### src/rtl/instruction_sequencer_pkg.sv
`default_nettype none
// ============================================================================
// Module      : instruction_sequencer_pkg
// Description : Shared definitions for the instruction sequencer. Provides
//               default widths, opcode encodings, the sequencer state
//               encoding and a helper that classifies an opcode by the state
//               that follows DECODE.
// Contents    : c_DATA_WIDTH / c_ADDR_WIDTH / c_OPCODE_WIDTH  default widths
//               c_OP_*                                        opcode values
//               seq_state_t                                   FSM encoding
//               decode_next_state()                           opcode -> state
// Revision    : 1.0 - initial release
// ============================================================================
package instruction_sequencer_pkg;

   // Default datapath geometry
   localparam int unsigned c_DATA_WIDTH   = 16;
   localparam int unsigned c_ADDR_WIDTH   = 8;
   localparam int unsigned c_OPCODE_WIDTH = 8;

   // Opcode encodings, carried in the top byte of the instruction word
   localparam logic [c_OPCODE_WIDTH-1:0] c_OP_ADD   = 8'h00;
   localparam logic [c_OPCODE_WIDTH-1:0] c_OP_SUB   = 8'h01;
   localparam logic [c_OPCODE_WIDTH-1:0] c_OP_LOAD  = 8'h02;
   localparam logic [c_OPCODE_WIDTH-1:0] c_OP_STORE = 8'h03;
   localparam logic [c_OPCODE_WIDTH-1:0] c_OP_JUMP  = 8'h04;
   localparam logic [c_OPCODE_WIDTH-1:0] c_OP_JNEG  = 8'h05;
   localparam logic [c_OPCODE_WIDTH-1:0] c_OP_HALT  = 8'hFF;

   // Sequencer states
   typedef enum logic [2:0] {
      S_FETCH      = 3'd0,
      S_DECODE     = 3'd1,
      S_EXEC_READ  = 3'd2,
      S_EXEC_WRITE = 3'd3,
      S_HALT       = 3'd4
   } seq_state_t;

   // State entered after DECODE for a given opcode. Branches and all
   // unrecognised opcodes go straight back to FETCH; the branch target
   // itself is resolved in the sequencer.
   function automatic seq_state_t decode_next_state(
      input logic [c_OPCODE_WIDTH-1:0] op
   );
      seq_state_t v_state;
      case (op)
         c_OP_ADD,
         c_OP_SUB,
         c_OP_LOAD:  v_state = S_EXEC_READ;
         c_OP_STORE: v_state = S_EXEC_WRITE;
         c_OP_HALT:  v_state = S_HALT;
         default:    v_state = S_FETCH;
      endcase
      return v_state;
   endfunction

endpackage : instruction_sequencer_pkg
`default_nettype wire

### src/rtl/instruction_sequencer_if.sv
`default_nettype none
// ============================================================================
// Module      : instruction_sequencer_if
// Description : Shared memory port between the instruction sequencer
//               (master) and memory (slave). A request (read or write) is
//               held with stable address/data until memory_ready is seen.
// Signals     : memory_address_register  M->S  request address
//               memory_read              M->S  read request
//               memory_write             M->S  write request
//               memory_write_data        M->S  write data
//               memory_data_register     S->M  read data, valid with ready
//               memory_ready             S->M  request completes this cycle
// Revision    : 1.0 - initial release
// ============================================================================
interface instruction_sequencer_if
   import instruction_sequencer_pkg::*;
#(
   parameter int unsigned DATA_WIDTH = c_DATA_WIDTH,
   parameter int unsigned ADDR_WIDTH = c_ADDR_WIDTH
) ();

   logic [ADDR_WIDTH-1:0] memory_address_register;
   logic                  memory_read;
   logic                  memory_write;
   logic [DATA_WIDTH-1:0] memory_write_data;
   logic [DATA_WIDTH-1:0] memory_data_register;
   logic                  memory_ready;

   modport master (
      output memory_address_register,
      output memory_read,
      output memory_write,
      output memory_write_data,
      input  memory_data_register,
      input  memory_ready
   );

   modport slave (
      input  memory_address_register,
      input  memory_read,
      input  memory_write,
      input  memory_write_data,
      output memory_data_register,
      output memory_ready
   );

endinterface : instruction_sequencer_if
`default_nettype wire

### src/rtl/instruction_sequencer.sv
`default_nettype none
// ============================================================================
// Module      : instruction_sequencer
// Description : Multi-cycle fetch/decode/execute controller. Owns the
//               program counter, issues instruction fetches and operand
//               reads/writes over a shared req/ready memory port, and
//               executes ADD/SUB/LOAD/STORE/JUMP/JNEG/HALT against a single
//               accumulator. Unknown opcodes behave as NOP.
// Ports       : clock                        in  rising-edge clock
//               reset_n                      in  async active-low reset
//               instruction_register         in  [15:8] opcode, [7:0] operand
//               incremented_program_counter  in  program_counter + 1
//               mem_bus                      master side of memory port
//               program_counter              out current fetch address
//               accumulator                  out architectural accumulator
//               halted                       out sticky until reset
// Revision    : 1.0 - initial release
// ============================================================================
module instruction_sequencer
   import instruction_sequencer_pkg::*;
#(
   parameter int unsigned           DATA_WIDTH   = c_DATA_WIDTH,
   parameter int unsigned           ADDR_WIDTH   = c_ADDR_WIDTH,
   parameter logic [ADDR_WIDTH-1:0] RESET_VECTOR = '0
) (
   input  wire logic                  clock,
   input  wire logic                  reset_n,
   input  wire logic [DATA_WIDTH-1:0] instruction_register,
   input  wire logic [ADDR_WIDTH-1:0] incremented_program_counter,
   instruction_sequencer_if.master    mem_bus,
   output logic      [ADDR_WIDTH-1:0] program_counter,
   output logic      [DATA_WIDTH-1:0] accumulator,
   output logic                       halted
);

   // ------------------------------------------------------------------
   // Registers
   // ------------------------------------------------------------------
   seq_state_t                r_state;
   logic [c_OPCODE_WIDTH-1:0] r_opcode;
   logic [ADDR_WIDTH-1:0]     r_operand;
   logic [ADDR_WIDTH-1:0]     r_pc;
   logic [DATA_WIDTH-1:0]     r_acc;

   // ------------------------------------------------------------------
   // Combinational next-state / output signals
   // ------------------------------------------------------------------
   seq_state_t                w_next_state;
   logic [c_OPCODE_WIDTH-1:0] w_ir_opcode;
   logic [ADDR_WIDTH-1:0]     w_ir_operand;
   logic                      w_latch_ir;
   logic [ADDR_WIDTH-1:0]     w_pc_next;
   logic [DATA_WIDTH-1:0]     w_acc_next;
   logic                      w_mem_read;
   logic                      w_mem_write;
   logic [ADDR_WIDTH-1:0]     w_mem_addr;
   logic                      w_acc_neg;

   assign w_ir_opcode  = instruction_register[DATA_WIDTH-1 -: c_OPCODE_WIDTH];
   assign w_ir_operand = instruction_register[ADDR_WIDTH-1:0];
   assign w_acc_neg    = r_acc[DATA_WIDTH-1];

   // ------------------------------------------------------------------
   // State register
   // ------------------------------------------------------------------
   always_ff @(posedge clock or negedge reset_n) begin
      if (!reset_n) begin
         r_state <= S_FETCH;
      end else begin
         r_state <= w_next_state;
      end
   end

   // ------------------------------------------------------------------
   // Next-state, datapath updates and memory request decode
   // ------------------------------------------------------------------
   always_comb begin
      w_next_state = r_state;
      w_latch_ir   = 1'b0;
      w_pc_next    = r_pc;
      w_acc_next   = r_acc;
      w_mem_read   = 1'b0;
      w_mem_write  = 1'b0;
      w_mem_addr   = r_pc;

      case (r_state)
         S_FETCH: begin
            w_mem_read = 1'b1;
            w_mem_addr = r_pc;
            if (mem_bus.memory_ready) begin
               w_next_state = S_DECODE;
            end
         end

         S_DECODE: begin
            w_latch_ir   = 1'b1;
            // The fetch unit supplies the wrapped increment; branches
            // below take priority over it.
            w_pc_next    = incremented_program_counter;
            w_next_state = decode_next_state(w_ir_opcode);
            if (w_ir_opcode == c_OP_JUMP) begin
               w_pc_next = w_ir_operand;
            end else if ((w_ir_opcode == c_OP_JNEG) && w_acc_neg) begin
               w_pc_next = w_ir_operand;
            end
         end

         S_EXEC_READ: begin
            w_mem_read = 1'b1;
            w_mem_addr = r_operand;
            if (mem_bus.memory_ready) begin
               case (r_opcode)
                  c_OP_ADD:  w_acc_next = r_acc + mem_bus.memory_data_register;
                  c_OP_SUB:  w_acc_next = r_acc - mem_bus.memory_data_register;
                  c_OP_LOAD: w_acc_next = mem_bus.memory_data_register;
                  default:   w_acc_next = r_acc;
               endcase
               w_next_state = S_FETCH;
            end
         end

         S_EXEC_WRITE: begin
            w_mem_write = 1'b1;
            w_mem_addr  = r_operand;
            if (mem_bus.memory_ready) begin
               w_next_state = S_FETCH;
            end
         end

         S_HALT: begin
            // Terminal: no requests, architectural state frozen.
            w_next_state = S_HALT;
         end

         default: begin
            w_next_state = S_FETCH;
         end
      endcase
   end

   // ------------------------------------------------------------------
   // Datapath registers
   // ------------------------------------------------------------------
   always_ff @(posedge clock or negedge reset_n) begin
      if (!reset_n) begin
         r_pc      <= RESET_VECTOR;
         r_acc     <= '0;
         r_opcode  <= '0;
         r_operand <= '0;
      end else begin
         r_pc  <= w_pc_next;
         r_acc <= w_acc_next;
         if (w_latch_ir) begin
            r_opcode  <= w_ir_opcode;
            r_operand <= w_ir_operand;
         end
      end
   end

   // ------------------------------------------------------------------
   // Outputs
   // ------------------------------------------------------------------
   // The state register resets to FETCH, which would otherwise raise a
   // read while reset is still asserted. Qualifying the request with
   // reset_n drops it the instant reset asserts and lets the very first
   // cycle after release present the fetch at RESET_VECTOR.
   assign mem_bus.memory_read             = w_mem_read  & reset_n;
   assign mem_bus.memory_write            = w_mem_write & reset_n;
   assign mem_bus.memory_address_register = reset_n ? w_mem_addr : '0;
   assign mem_bus.memory_write_data       = r_acc;

   assign program_counter = r_pc;
   assign accumulator     = r_acc;
   assign halted          = (r_state == S_HALT);

endmodule : instruction_sequencer
`default_nettype wire

### src/flat_wrapper.sv
// flat-port wrapper written by rule: the top's interface ports become plain ports
module instruction_sequencer_flat import instruction_sequencer_pkg::*;
#(
   parameter int unsigned           DATA_WIDTH   = c_DATA_WIDTH,
   parameter int unsigned           ADDR_WIDTH   = c_ADDR_WIDTH,
   parameter logic [ADDR_WIDTH-1:0] RESET_VECTOR = '0
)
  (clock, reset_n, instruction_register, incremented_program_counter, program_counter, accumulator, halted, mem_bus_memory_address_register, mem_bus_memory_read, mem_bus_memory_write, mem_bus_memory_write_data, mem_bus_memory_data_register, mem_bus_memory_ready);
  instruction_sequencer_if #(.DATA_WIDTH(DATA_WIDTH), .ADDR_WIDTH(ADDR_WIDTH)) mem_bus_i ();
  input  wire logic clock;
  input  wire logic reset_n;
  input  wire logic [DATA_WIDTH-1:0] instruction_register;
  input  wire logic [ADDR_WIDTH-1:0] incremented_program_counter;
  output logic      [ADDR_WIDTH-1:0] program_counter;
  output logic      [DATA_WIDTH-1:0] accumulator;
  output logic halted;
  output wire logic [$bits(mem_bus_i.memory_address_register)-1:0] mem_bus_memory_address_register;
  output wire logic [$bits(mem_bus_i.memory_read)-1:0] mem_bus_memory_read;
  output wire logic [$bits(mem_bus_i.memory_write)-1:0] mem_bus_memory_write;
  output wire logic [$bits(mem_bus_i.memory_write_data)-1:0] mem_bus_memory_write_data;
  input wire logic [$bits(mem_bus_i.memory_data_register)-1:0] mem_bus_memory_data_register;
  input wire logic [$bits(mem_bus_i.memory_ready)-1:0] mem_bus_memory_ready;
  assign mem_bus_memory_address_register = mem_bus_i.memory_address_register;
  assign mem_bus_memory_read = mem_bus_i.memory_read;
  assign mem_bus_memory_write = mem_bus_i.memory_write;
  assign mem_bus_memory_write_data = mem_bus_i.memory_write_data;
  assign mem_bus_i.memory_data_register = mem_bus_memory_data_register;
  assign mem_bus_i.memory_ready = mem_bus_memory_ready;
  instruction_sequencer #(.DATA_WIDTH(DATA_WIDTH), .ADDR_WIDTH(ADDR_WIDTH), .RESET_VECTOR(RESET_VECTOR)) u_core (.clock(clock), .reset_n(reset_n), .instruction_register(instruction_register), .incremented_program_counter(incremented_program_counter), .mem_bus(mem_bus_i), .program_counter(program_counter), .accumulator(accumulator), .halted(halted));
endmodule
### config.mk
export PLATFORM = sky130hd
export DESIGN_NAME = instruction_sequencer_flat
export DESIGN_NICKNAME = d
export VERILOG_FILES = /design/src/rtl/instruction_sequencer_pkg.sv /design/src/rtl/instruction_sequencer_if.sv /design/src/rtl/instruction_sequencer.sv /design/src/flat_wrapper.sv
export SDC_FILE = /design/constraint.sdc
export NUM_CORES = 1
export LEC_CHECK = 0
export ABC_AREA = 1
export CORE_AREA = 2 2 77 79
export DETAILED_ROUTE_END_ITERATION = 10
export DIE_AREA = 0 0 79 81
export DONT_BUFFER_PORTS = 1
export PLACE_DENSITY = 0.88
export SETUP_SLACK_MARGIN = 0.05
export SLEW_MARGIN = 20
export SYNTH_ARGS = -nofsm -noshare
export SYNTH_HDL_FRONTEND = slang
export SYNTH_SLANG_ARGS = --single-unit
### constraint.sdc
create_clock -name clock -period 7.3 [get_ports clock]
set_input_delay 0 -clock clock [delete_from_list [all_inputs] [get_ports clock]]
set_output_delay 0 -clock clock [all_outputs]
set_load 0.005 [all_outputs]
Yosys cells after proc, flatten, opt, wreduce, memory -nomap -nowiden:

Cells that the tools add are included.

* input port bits: 43
* latch bits: 0
* bits in registers: 43
* memory bits (writable): 0
* word-level logic and storage cells: 45
* memories kept: 0
* ROM bits: 0

* $add $sub $neg: 2
* magnitude comparators: 0
* multiply operators: 0
* shift operators: 0
* equality and inequality tests: 14
* bitwise logic cells: 2
* reductions and logical operators: 10
* div/mod/pow operators: 0
* mux-type cells: 12

Operators by type and width (count)
* case mux 16 bit (3 select lines): 1
* two-way mux 8 bit: 4
* == test 8 x 2 -> 1 bit, second input constant: 3
* adder 16 bit: 1
* == test 8 x 1 -> 1 bit, second input constant: 2
* == test 8 x 3 -> 1 bit, second input constant: 2
* logical NOT 8 bit: 2
* subtractor 16 bit: 1
* case mux 3 bit (4 select lines): 1
* case mux 3 bit (3 select lines): 1
* == test 8 bit, second input constant: 1
* == test 3 x 2 -> 1 bit, second input constant: 2
* two-way mux 3 bit: 2
* OR reduction 2 bit: 2
* == test 3 x 1 -> 1 bit, second input constant: 1
* == test 3 bit, second input constant: 1
* logical NOT 3 bit: 1
* two-way mux 1 bit: 3
* AND reduction 3 bit: 1
* nonzero test 3 bit: 1
* OR reduction 3 bit: 1
* AND 1 bit: 2
* != test 2 x 1 -> 1 bit, second input constant: 1
* != test 2 bit, second input constant: 1
* other kinds (2): 2

Depth between registers and ports, before layout:

Gate-level depths: netlist of run 1.

* word-level depth: 4
* depth in mapped cells: 21

Worst setup path before layout of run 1:

OpenSTA, ideal clock, no wires.

* path type: register -> register
* start point: reg u_core.r_opcode[4]
* end point: reg u_core.r_acc[13] (netlist: u_core.accumulator[13])
* setup time: 0.116 ns
* path buffers: 1
* arrival time: 2.228 ns
* period minus slack after synthesis: 2.344 ns
* cell stages (with the launch flop): 20
* path slack: 4.956 ns
* required time: 7.184 ns
* cells stage by stage: dfrtp_1 -> inv_1 -> nand2_1 -> nor2_4 -> nand3_2 -> buf_2 -> nand2_1 -> xor2_1 -> inv_1 -> ha_1 -> nand2_1 -> inv_1 -> a21oi_1 -> nor2_1 -> nor2_1 -> nand2_1 -> nand2_1 -> nand3_1 -> nand2_1 -> nand2_1

* word-level cells in the longest chain between the ends: 3
* elaborated cells between the ends (all ways): 6
* those cells by class: 2 x eq/ne; 1 x mux; 3 x reduce/logical

Ends and longest elaborated chain
* start: declaration: line instruction_sequencer.sv:40 `logic [c_OPCODE_WIDTH-1:0] r_opcode;`
* start signal: assignment: line instruction_sequencer.sv:154 `r_opcode <= w_ir_opcode;`
* == test 8 x 1 -> 1 bit (tied with other cells): line instruction_sequencer.sv:112 `case (r_opcode)`
* nonzero test 3 bit (no source line)
* AND reduction 3 bit (no source line)
* end signal: assignment: line instruction_sequencer.sv:152 `r_acc <= w_acc_next;`
* end: declaration: line instruction_sequencer.sv:43 `logic [DATA_WIDTH-1:0] r_acc;`

Parallel ways exist; a longest one is shown, timed or not.
A chain may end at the register's enable or synchronous reset.

Worst setup path after layout of run 1:

* start point: reg u_core.r_opcode[2]
* end point: reg u_core.r_acc[15] (netlist: u_core.accumulator[15])

Same word-level chain as after synthesis.

==> metrics, run 1 <==
final net count=624; Max Slew Vio Count=0; CP arrival=3.05 ns; Mapped Cells=541; hold path depth=4; Placer Congestion=0.913; Resized cells post-CTS=0; fin crit share=38.9%; Clk Latency, worst-skew pair=0.31 ns; CTS sink cnt=43; Post-DP HPWL=5870 microns; critical path data required time=7.51 ns; worst-margin pin slew=1.01 ns; Worst R2R Path Depth=15; final setup fails=0; critical path type=register to register; Post-Synthesis Net Count=601; TritonCTS clock tree=built; post-CTS setup buffers=0; number of vias per cell=5.45; initial detailed-routing violation count=239; WL per Instance=14.4 microns; r2r startpoint=u_core.r_opcode[2]; Yosys warning count=0; Period minus WS final=2.84 ns; first-pass GRT wire length=15200 microns; Metal-1 WL=3760 microns; Most used DFF post-synth=dfrtp_1; top sig layer=met4; largest net degree at the start of global routing=44; Netlist Area Pre-Place=3530 sq um; Max Clk Rate=352 MHz; Hold Path End=u_core.accumulator[0]; P_leak=2.23 nW; Post-Layout Cell Count=640; Yosys cell types=36; most common cell in the netlist=nand2_1; Layout area overhead=13.3%; WL met2=4520 microns; Final Cell Area=3990 sq um; initial antenna violation count=0; Inserted Clock Buffers=5; most frequent cells after synthesis=nand2_1 (163), inv_1 (76), nor2_1 (57); ANT cells=0; vias in the first global route=3417; Hold Path Class=input port to register; core area=5680 sq um; dpl cells=588; Hold-fix buffers, CTS=44; reg2reg end=u_core.accumulator[15]; startpoint types=register; area of the die=6400 sq um; Residual DRC=0; Worst slew margin=32.1%; routed wl met3=779 microns; row cnt=28; maximum VDD drop=169 uV; initial core utilization=62.1%; average size of a mapped cell=6.52 sq um; Seq cells post-synth=43; Clock Tree Root=clkbuf_8; I/O pin cnt=94; share of post-route cells with drive strength above 1=3.54%; number of synthesized flops with an enable pin=0; Routed Antenna Nets=0; asr flop ratio synth=100%; share of the synthesized area in the top cell type=30.5%; area leader, netlist=dfrtp_1; crit-path max FO=17; Vias=3485; HP Start=mem_bus_memory_data_register[0]; final setup TNS=0 ns; # Max-Cap Violations=0; CP Capture Type=register; I/O Buffers=0; Tot GR Track Use=30.2%; final hold violation count=0; pwr/cell area=221 nW/um^2; DRT Wirelength=9230 microns; Worst-path clk slew=0.09 ns; outcome=completed; DRT Pass-1 Iters=5; Reg2Reg Setup Slack=4.46 ns; Layout Skew=0.0111 ns; ranking of synthesized cells by area=dfrtp_1 (31%), nand2_1 (17%), inv_1 (8.1%), nor2_1 (6.1%), ha_1 (5.7%); Post-Place Cell Area=3420 sq um; RSZ-0062 raised after global routing=no; H-tree Lvls=2; die height=81 microns; die width=79 microns; grt total ovfl=0; CTS Buffer Depth=2; Seq/Total Area, Yosys=30.5%
worst max-delay path by stage:
stage	from	end	slack (ns)	depth (start not counted)
floorplan	u_core.r_opcode[4]	u_core.accumulator[13]	4.96	19
global placement	u_core.r_opcode[3]	u_core.accumulator[15]	4.61	20
detailed placement	u_core.r_opcode[2]	u_core.accumulator[15]	4.58	20
CTS	u_core.r_opcode[2]	u_core.accumulator[15]	4.54	15
global route	u_core.r_opcode[2]	u_core.accumulator[15]	4.20	15
finish	u_core.r_opcode[2]	u_core.accumulator[15]	4.46	15
where the power goes:
group	leakage (nW)	total [mW]	switching, mW	internal, mW
Clock	0.0581	0.196	0.0940	0.102
Combinational	1.61	0.326	0.210	0.115
Sequential	0.554	0.361	0.0510	0.310
Total	2.23	0.883	0.355	0.527
final cells by class:
| cell class | instances | area [sq um] |
|---|---|---|
| multi-input combinational | 391 | 1950 |
| fill | 451 | 1680 |
| sequential | 43 | 1080 |
| timing repair buffer | 45 | 465 |
| inverter | 78 | 293 |
| tap | 75 | 93.8 |
| clock buffer | 5 | 68.8 |
| clock inverter | 3 | 43.8 |
critical path: stages, from the launching register on:
cell     delay, ns
dfrtp_1       0.37
inv_1         0.06
nand2_1       0.09
nor2_2        0.15
nand3_2       0.32
o21ai_1       0.30
nand2_1       0.12
xor2_1        0.16
ha_1          0.42
nand2_1       0.14
nor3_1        0.24
a21oi_1       0.10
nand2_1       0.07
nand3_1       0.07
nand2_1       0.08
nand2_1       0.04
cells in the final DEF, fill, tap and decap left out, drive strengths merged, types with 2 or more instances in the layout:
cell         count
nand2          165
inv             77
nor2            59
o21ai           51
dlygate4sd3     43
dfrtp           43
nand3           28
a21oi           27
ha              16
xor2            13
xnor2            7
nor3             6
clkbuf           5
nand4            5
or2              3
clkinv           3
o31ai            2
o21a             2
buf              2
kinds of logic (layout without fill, tap and decap cells):
kind of cell / count (synthesis) / after routing / share of synthesized area, %
AND/OR/NAND/NOR: 267 / 267 / 31.2
buffers and inverters: 107 / 131 / 14.1
AO/OA/AOI/OAI: 87 / 87 / 13.0
flip-flops: 43 / 43 / 30.5
XOR/XNOR: 20 / 20 / 4.97
adder cells (fa/ha/maj): 17 / 17 / 6.25
per-layer routing:
| layer | vias up | GRT usage, % |
|---|---|---|
| met5 | - | 0 |
| met4 | 0 | 10.5 |
| met3 | 16 | 7.67 |
| met2 | 171 | 52.7 |
| met1 | 1565 | 36.3 |
| li1 | 1733 | - |
through the flow:
step | utilization [%] | hold WS [ns] | power, mW | worst slack [ns]
after global routing | 70.4 | 0.0488 | 0.942 | 4.20
final | 70.4 | 0.0182 | 0.883 | 4.46
after floorplan | - | -0.296 | 0.602 | 4.96
after CTS | 70.4 | 0.0168 | 0.871 | 4.54
after detailed placement | 60.3 | -0.294 | 0.649 | 4.58
after global placement | 60.3 | -0.295 | 0.637 | 4.61
sequential cells by signal, summed over array words and instances, names as in the netlist:
signal                  flops
u_core.accumulator         16
u_core.program_counter      8
u_core.r_opcode             8
u_core.r_operand            8
u_core.r_state              3
(Power assumes the default switching activity.)
==> run 2: changes to the inputs <==
ABC_AREA = 0   (was 1)
CORE_AREA = 2 2 78 80   (was 2 2 77 79)
DIE_AREA = 0 0 80 82   (was 0 0 79 81)
PLACE_DENSITY = 0.84   (was 0.88)
clock period = 2.5 ns   (was 7.3 ns; I/O delays follow)
==> metrics, run 2 <==
outcome=complete, but fails checks; failing checks=negative setup slack; number of vias per cell=5.89; DRT Wirelength=10100 microns; Seq/Total Area, Yosys=33.4%; most frequent cells in the layout=nand2_1 (95), buf_4 (65), dfrtp_1 (43), dlygate4sd3_1 (42), nor2_1 (22); P_leak=2.07 nW; Yosys cell types=51; first-pass GRT wire length=15100 microns; final net count=544; initial detailed-routing violation count=248; Netlist Area Pre-Place=3220 sq um; Vias=3300; Yosys warning count=0; most frequent cells after synthesis=nand2_1 (95), dfrtp_1 (43), o21ai_0 (31); WL per Instance=18.0 microns; Mapped Cells=397; most common cell in the netlist=nand2_1; critical path type=register to register; crit-path max cell delay=0.40 ns; vias in the first global route=3331; Residual DRC=0; maximum VDD drop=525 uV; Tot GR Track Use=29.9%; Inserted Clock Buffers=5; Post-Synthesis Net Count=457; fin crit share=131%; row cnt=28; Most used DFF post-synth=dfrtp_1; largest net degree at the start of global routing=44; H-tree Lvls=2; cells along the critical path=nor2_2, nand3_2, nor3b_4, buf_4, a21oi_2, xnor2_2, ha_4, a21o_1, a2111o_1, o21bai_2, or3_4, a21oi_2, xnor2_2, mux2i_1, nand4b_1; Slowest-stage cell, CP=dfrtp_1; startpoint types=register; average size of a mapped cell=8.11 sq um; dpl cells=494; Placer Congestion=0.961; initial antenna violation count=0; Post-Layout Cell Count=560; Worst slew margin=54.1%; Hold Path Class=input port to register; core area=5750 sq um; r2r startpoint=u_core.r_opcode[4]; DRT Pass-1 Iters=7; number of synthesized flops with an enable pin=0; share of the synthesized area in the top cell type=33.4%; fillers=407; max reg flops=16; CP Capture Type=register; I/O Buffers=0; I/O pin cnt=94; TritonCTS clock tree=built; critical path data required time=2.68 ns; Post-DP HPWL=6130 microns; area of the die=6560 sq um; commonest non-fill, non-tap cell in the layout=nand2_1; worst setup path startpoint=u_core.r_opcode[4]; share of post-route cells with drive strength above 1=23.7%; ranking of synthesized cells by area=dfrtp_1 (33%), nand2_1 (11%), ha_1 (6.2%), mux2i_1 (5.3%), o21ai_0 (4.8%); final setup TNS=-5.59 ns; CTS sink cnt=43; CP arrival=3.46 ns; area leader, netlist=dfrtp_1; pwr/cell area=630 nW/um^2; Layout Skew=0.0101 ns; Clock Tree Root=clkbuf_8; Period minus WS final=3.28 ns; # Max-Cap Violations=0; Seq cells post-synth=43; die height=82 microns; RSZ-0062 raised after global routing=yes; final setup fails=12; Layout area overhead=35.6%; Routed Antenna Nets=0; Max Slew Vio Count=0; PnR worst setup slack=-0.782 ns; die width=80 microns; asr flop ratio synth=100%; initial core utilization=56.0%; Max Clk Rate=305 MHz; worst-margin pin slew=0.682 ns; Worst-path clk slew=0.09 ns; Clk Latency, worst-skew pair=0.31 ns; grt total ovfl=0; ANT cells=0; CTS Buffer Depth=2; final hold violation count=0; crit-path max FO=3; HP Start=instruction_register[9]; Hold Slack=0.0502 ns
-- run 2: changes by cell type after synthesis, sizes merged, moves of 13 or more --
cell   change
nand3     -24
nand2     -69
inv       -66
a21oi     -13
mux2i     +17
o21ai     -18
nor2      -33
-- run 2: cell families (layout without fill, tap and decap cells) --
| logic type | Yosys count | count (layout) | share of synthesized area (%) |
|---|---|---|---|
| flops | 43 | 43 | 33.4 |
| xor+xnor | 24 | 24 | 6.53 |
| mux | 19 | 19 | 5.99 |
| compound gates | 85 | 85 | 16.6 |
| simple gates | 169 | 169 | 24.1 |
| fa+ha+maj | 17 | 17 | 6.84 |
| buf+inv | 40 | 128 | 6.53 |
-- run 2: final cells by class --
class | count | area (sq um) | share of cell area (%)
Multi-Input combinational cell | 314 | 2090 | 47.9
Sequential cell | 43 | 1080 | 24.6
Timing Repair Buffer | 109 | 947 | 21.7
Tap cell | 75 | 93.8 | 2.15
Clock buffer | 5 | 68.8 | 1.58
Clock inverter | 3 | 46.3 | 1.06
Inverter | 11 | 41.3 | 0.946
-- run 2: metal layers --
| layer | up-vias | routed length, microns | GRT usage (%) |
|---|---|---|---|
| li1 | 1519 | - | - |
| met1 | 1575 | 3720 | 32.0 |
| met2 | 173 | 5200 | 57.3 |
| met5 | - | 0 | 0 |
| met3 | 33 | 815 | 6.26 |
| met4 | 0 | 316 | 11.2 |
-- run 2: worst paths after layout --
kind	end	slack [ns]	cells after the start
worst max-delay path	u_core.accumulator[15]	-0.78	15
worst min-delay path	u_core.r_state[2]	0.05	3
worst max register to register	u_core.accumulator[15]	-0.78	15
worst min register to register	u_core.r_operand[5]	0.49	2
max in group asynchronous	u_core.accumulator[14]	2.09	2
min in group asynchronous	u_core.accumulator[6]	0.19	2
-- run 2: report_power, final --
part	internal [mW]	total, mW	switching (mW)	leakage (nW)
clock	0.301	0.579	0.278	0.0548
combinational	0.504	1.09	0.583	1.47
sequential	0.904	1.08	0.180	0.552
total	1.71	2.75	1.04	2.07
-- run 2: timing repair --
action                                 in CTS  in global routing
setup endpoints to repair                  12                 13
endpoints found under the hold margin      84                  0
hold buffers                               43                  0
gates resized for setup                    18                 15
pin swaps                                   7                 16
setup buffers                               7                  8
-- run 2: worst max-delay path: cells and delay by family (launching register included) --
kind / cells / cell delay, ns
XOR/XNOR: 2 / 0.44
buffers and inverters: 1 / 0.16
AO/OA/AOI/OAI: 5 / 0.92
flip-flops: 1 / 0.40
adder cells (fa/ha/maj): 1 / 0.25
multiplexers: 1 / 0.22
AND/OR/NAND/NOR: 5 / 0.79
-- run 2: metrics by stage --
| step | power (mW) | util [%] | instance area [sq um] | setup slack [ns] |
|---|---|---|---|---|
| after floorplan | 1.68 | - | 3270 | -0.498 |
| after global placement | 1.90 | 62.4 | 3580 | -0.633 |
| after detailed placement | 1.96 | 62.4 | 3580 | -0.743 |
| after CTS | 2.66 | 73.9 | 4250 | -0.747 |
| after global routing | 2.92 | 76.0 | 4370 | -0.915 |
| final | 2.75 | 76.0 | 4370 | -0.782 |
==> run 3: changes to the inputs <==
CORE_AREA = 2 2 87 72   (was 2 2 78 80)
DIE_AREA = 0 0 89 74   (was 0 0 80 82)
PLACE_DENSITY = 0.75   (was 0.84)
==> metrics, run 3 (synthesis results as in run 2) <==
Reg2Reg Setup Slack=-0.70 ns; Worst slew margin=42.6%; outcome=complete, but fails checks; DRT Pass-1 Iters=5; crit-path max cell delay=0.40 ns; DP Worst Slack=-0.759 ns; vias in the first global route=3137; Residual DRC=0; DRT Wirelength=9370 microns; first-pass GRT wire length=14600 microns; delay-heaviest family, CP=compound AO/OA/AOI/OAI gates; # Max-Cap Violations=0; TritonCTS clock tree=built; Worst Setup EP=u_core.accumulator[12]; final setup TNS=-5.03 ns; Slowest-stage cell, CP=dfrtp_1; commonest non-fill, non-tap cell in the layout=nand2_1; dpl cells=496; CP bufs+invs=2; critical path type=register to register; Worst-path clk slew=0.10 ns; core area=5760 sq um; Layout Skew=0.0153 ns; P_leak=2.04 nW; ANT cells=0; Inserted Clock Buffers=5; share of post-route cells with drive strength above 1=24.1%; Post-Place Cell Area=3560 sq um; Period minus WS final=3.20 ns; critical path depth in cells=15; initial detailed-routing violation count=204; startpoint types=register; worst-margin pin slew=0.860 ns; CP arrival=3.40 ns; area of the die=6590 sq um; PnR worst setup slack=-0.699 ns; Placer Congestion=1.01; Clk Latency, worst-skew pair=0.31 ns; initial core utilization=55.9%; row cnt=25; Vias=3188; grt total ovfl=0; I/O pin cnt=94; fillers=423; I/O Buffers=0; CTS sink cnt=43; reg2reg end=u_core.accumulator[12]; Routed Antenna Nets=0; pwr/cell area=645 nW/um^2; CTS Buffer Depth=2; most frequent cells in the layout=nand2_1 (93), buf_4 (55), dfrtp_1 (43), dlygate4sd3_1 (42), o21ai_0 (23); H-tree Lvls=2; Max Slew Vio Count=0; critical path data required time=2.71 ns; initial antenna violation count=0; Layout area overhead=35.8%; final setup fails=12; Worst R2R Path Depth=15; Post-Layout Cell Count=559; Final Cell Area=4370 sq um; largest net degree at the start of global routing=44; worst setup path startpoint=u_core.r_opcode[6]; Hold Slack=-0.00238 ns; maximum VDD drop=545 uV; final net count=537; r2r startpoint=u_core.r_opcode[6]; Hold Path Class=input port to register; die height=74 microns; Final Util=75.9%; Tot GR Track Use=28.3%; die width=89 microns; cells along the critical path=nor2_2, and3_4, nand3b_1, buf_6, o31ai_4, xor2_1, ha_2, buf_6, o21a_1, o21ai_2, a31oi_2, o41ai_2, xnor2_1, mux2_4, mux2_2; failing checks=negative hold slack, negative setup slack; crit-path max FO=3; crit-path most repeated cell=buf_6; final hold violation count=1; Tot Pwr=2.82 mW; RSZ-0062 raised after global routing=yes; max reg flops=16; CP Capture Type=register; number of vias per cell=5.70; fin crit share=128%; Max Clk Rate=313 MHz; WL per Instance=16.8 microns; Post-DP HPWL=5840 microns; Clock Tree Root=clkbuf_8
==> run 3: cell types whose count changed in the layout (fill, tap and decap cells not counted), sizes merged <==
cell,before,now
clkbuf,5,6
clkinvlp,1,0
bufinv,1,2
buf,67,60
inv,12,11
==> run 3: per-layer routing <==
metal	track usage [%]	share of wire, %	vias up
li1	-	-	1510
met1	37.4	44	1552
met2	48.3	48	105
met3	5.88	6.6	21
met4	6.30	2.0	0
met5	0	0	-
==> run 3: layout make-up <==
class	count	area, sq um	share of cell area [%]
sequential	43	1080	24.6
timing repair buffer	102	906	20.7
tap	81	101	2.32
multi-input combinational	314	2110	48.4
inverter	11	41.3	0.945
clock inverter	2	60.1	1.37
clock buffer	6	72.6	1.66
==> run 3: worst min-delay path by stage <==
stage | from | end | slack, ns | cells past startpoint
after floorplan | reset_n | u_core.accumulator[0] | -0.30 | 0
after global placement | reset_n | u_core.r_operand[1] | -0.29 | 0
after detailed placement | reset_n | u_core.r_state[2] | -0.29 | 0
after CTS | mem_bus_memory_data_register[4] | u_core.accumulator[4] | 0.002 | 4
after global routing | mem_bus_memory_data_register[4] | u_core.accumulator[4] | 0.002 | 4
final | mem_bus_memory_data_register[4] | u_core.accumulator[4] | -0.002 | 4
==> run 3: repair_timing <==
| action | in CTS | in global routing |
|---|---|---|
| gates resized for setup | 23 | 18 |
| hold buffers | 43 | 0 |
| endpoints found under the hold margin | 83 | 0 |
| endpoints found under the setup margin | 12 | 14 |
| buffers inserted | 9 | 3 |
| pin swaps | 21 | 6 |
==> run 3: power breakdown <==
group / total [mW] / internal (mW) / leakage, nW / switching (mW)
Clock: 0.661 / 0.400 / 0.0654 / 0.262
Sequential: 1.08 / 0.904 / 0.552 / 0.178
Combinational: 1.08 / 0.510 / 1.42 / 0.566
==> run 3: worst register-to-register path, stage by stage (launching register included) <==
cell and delay, ns:
dfrtp_1 0.40, nor2_2 0.14, and3_4 0.20, nand3b_1 0.16
buf_6 0.18, o31ai_4 0.05, xor2_1 0.17, ha_2 0.30
buf_6 0.12, o21a_1 0.12, o21ai_2 0.25, a31oi_2 0.16
o41ai_2 0.25, xnor2_1 0.10, mux2_4 0.26, mux2_2 0.26
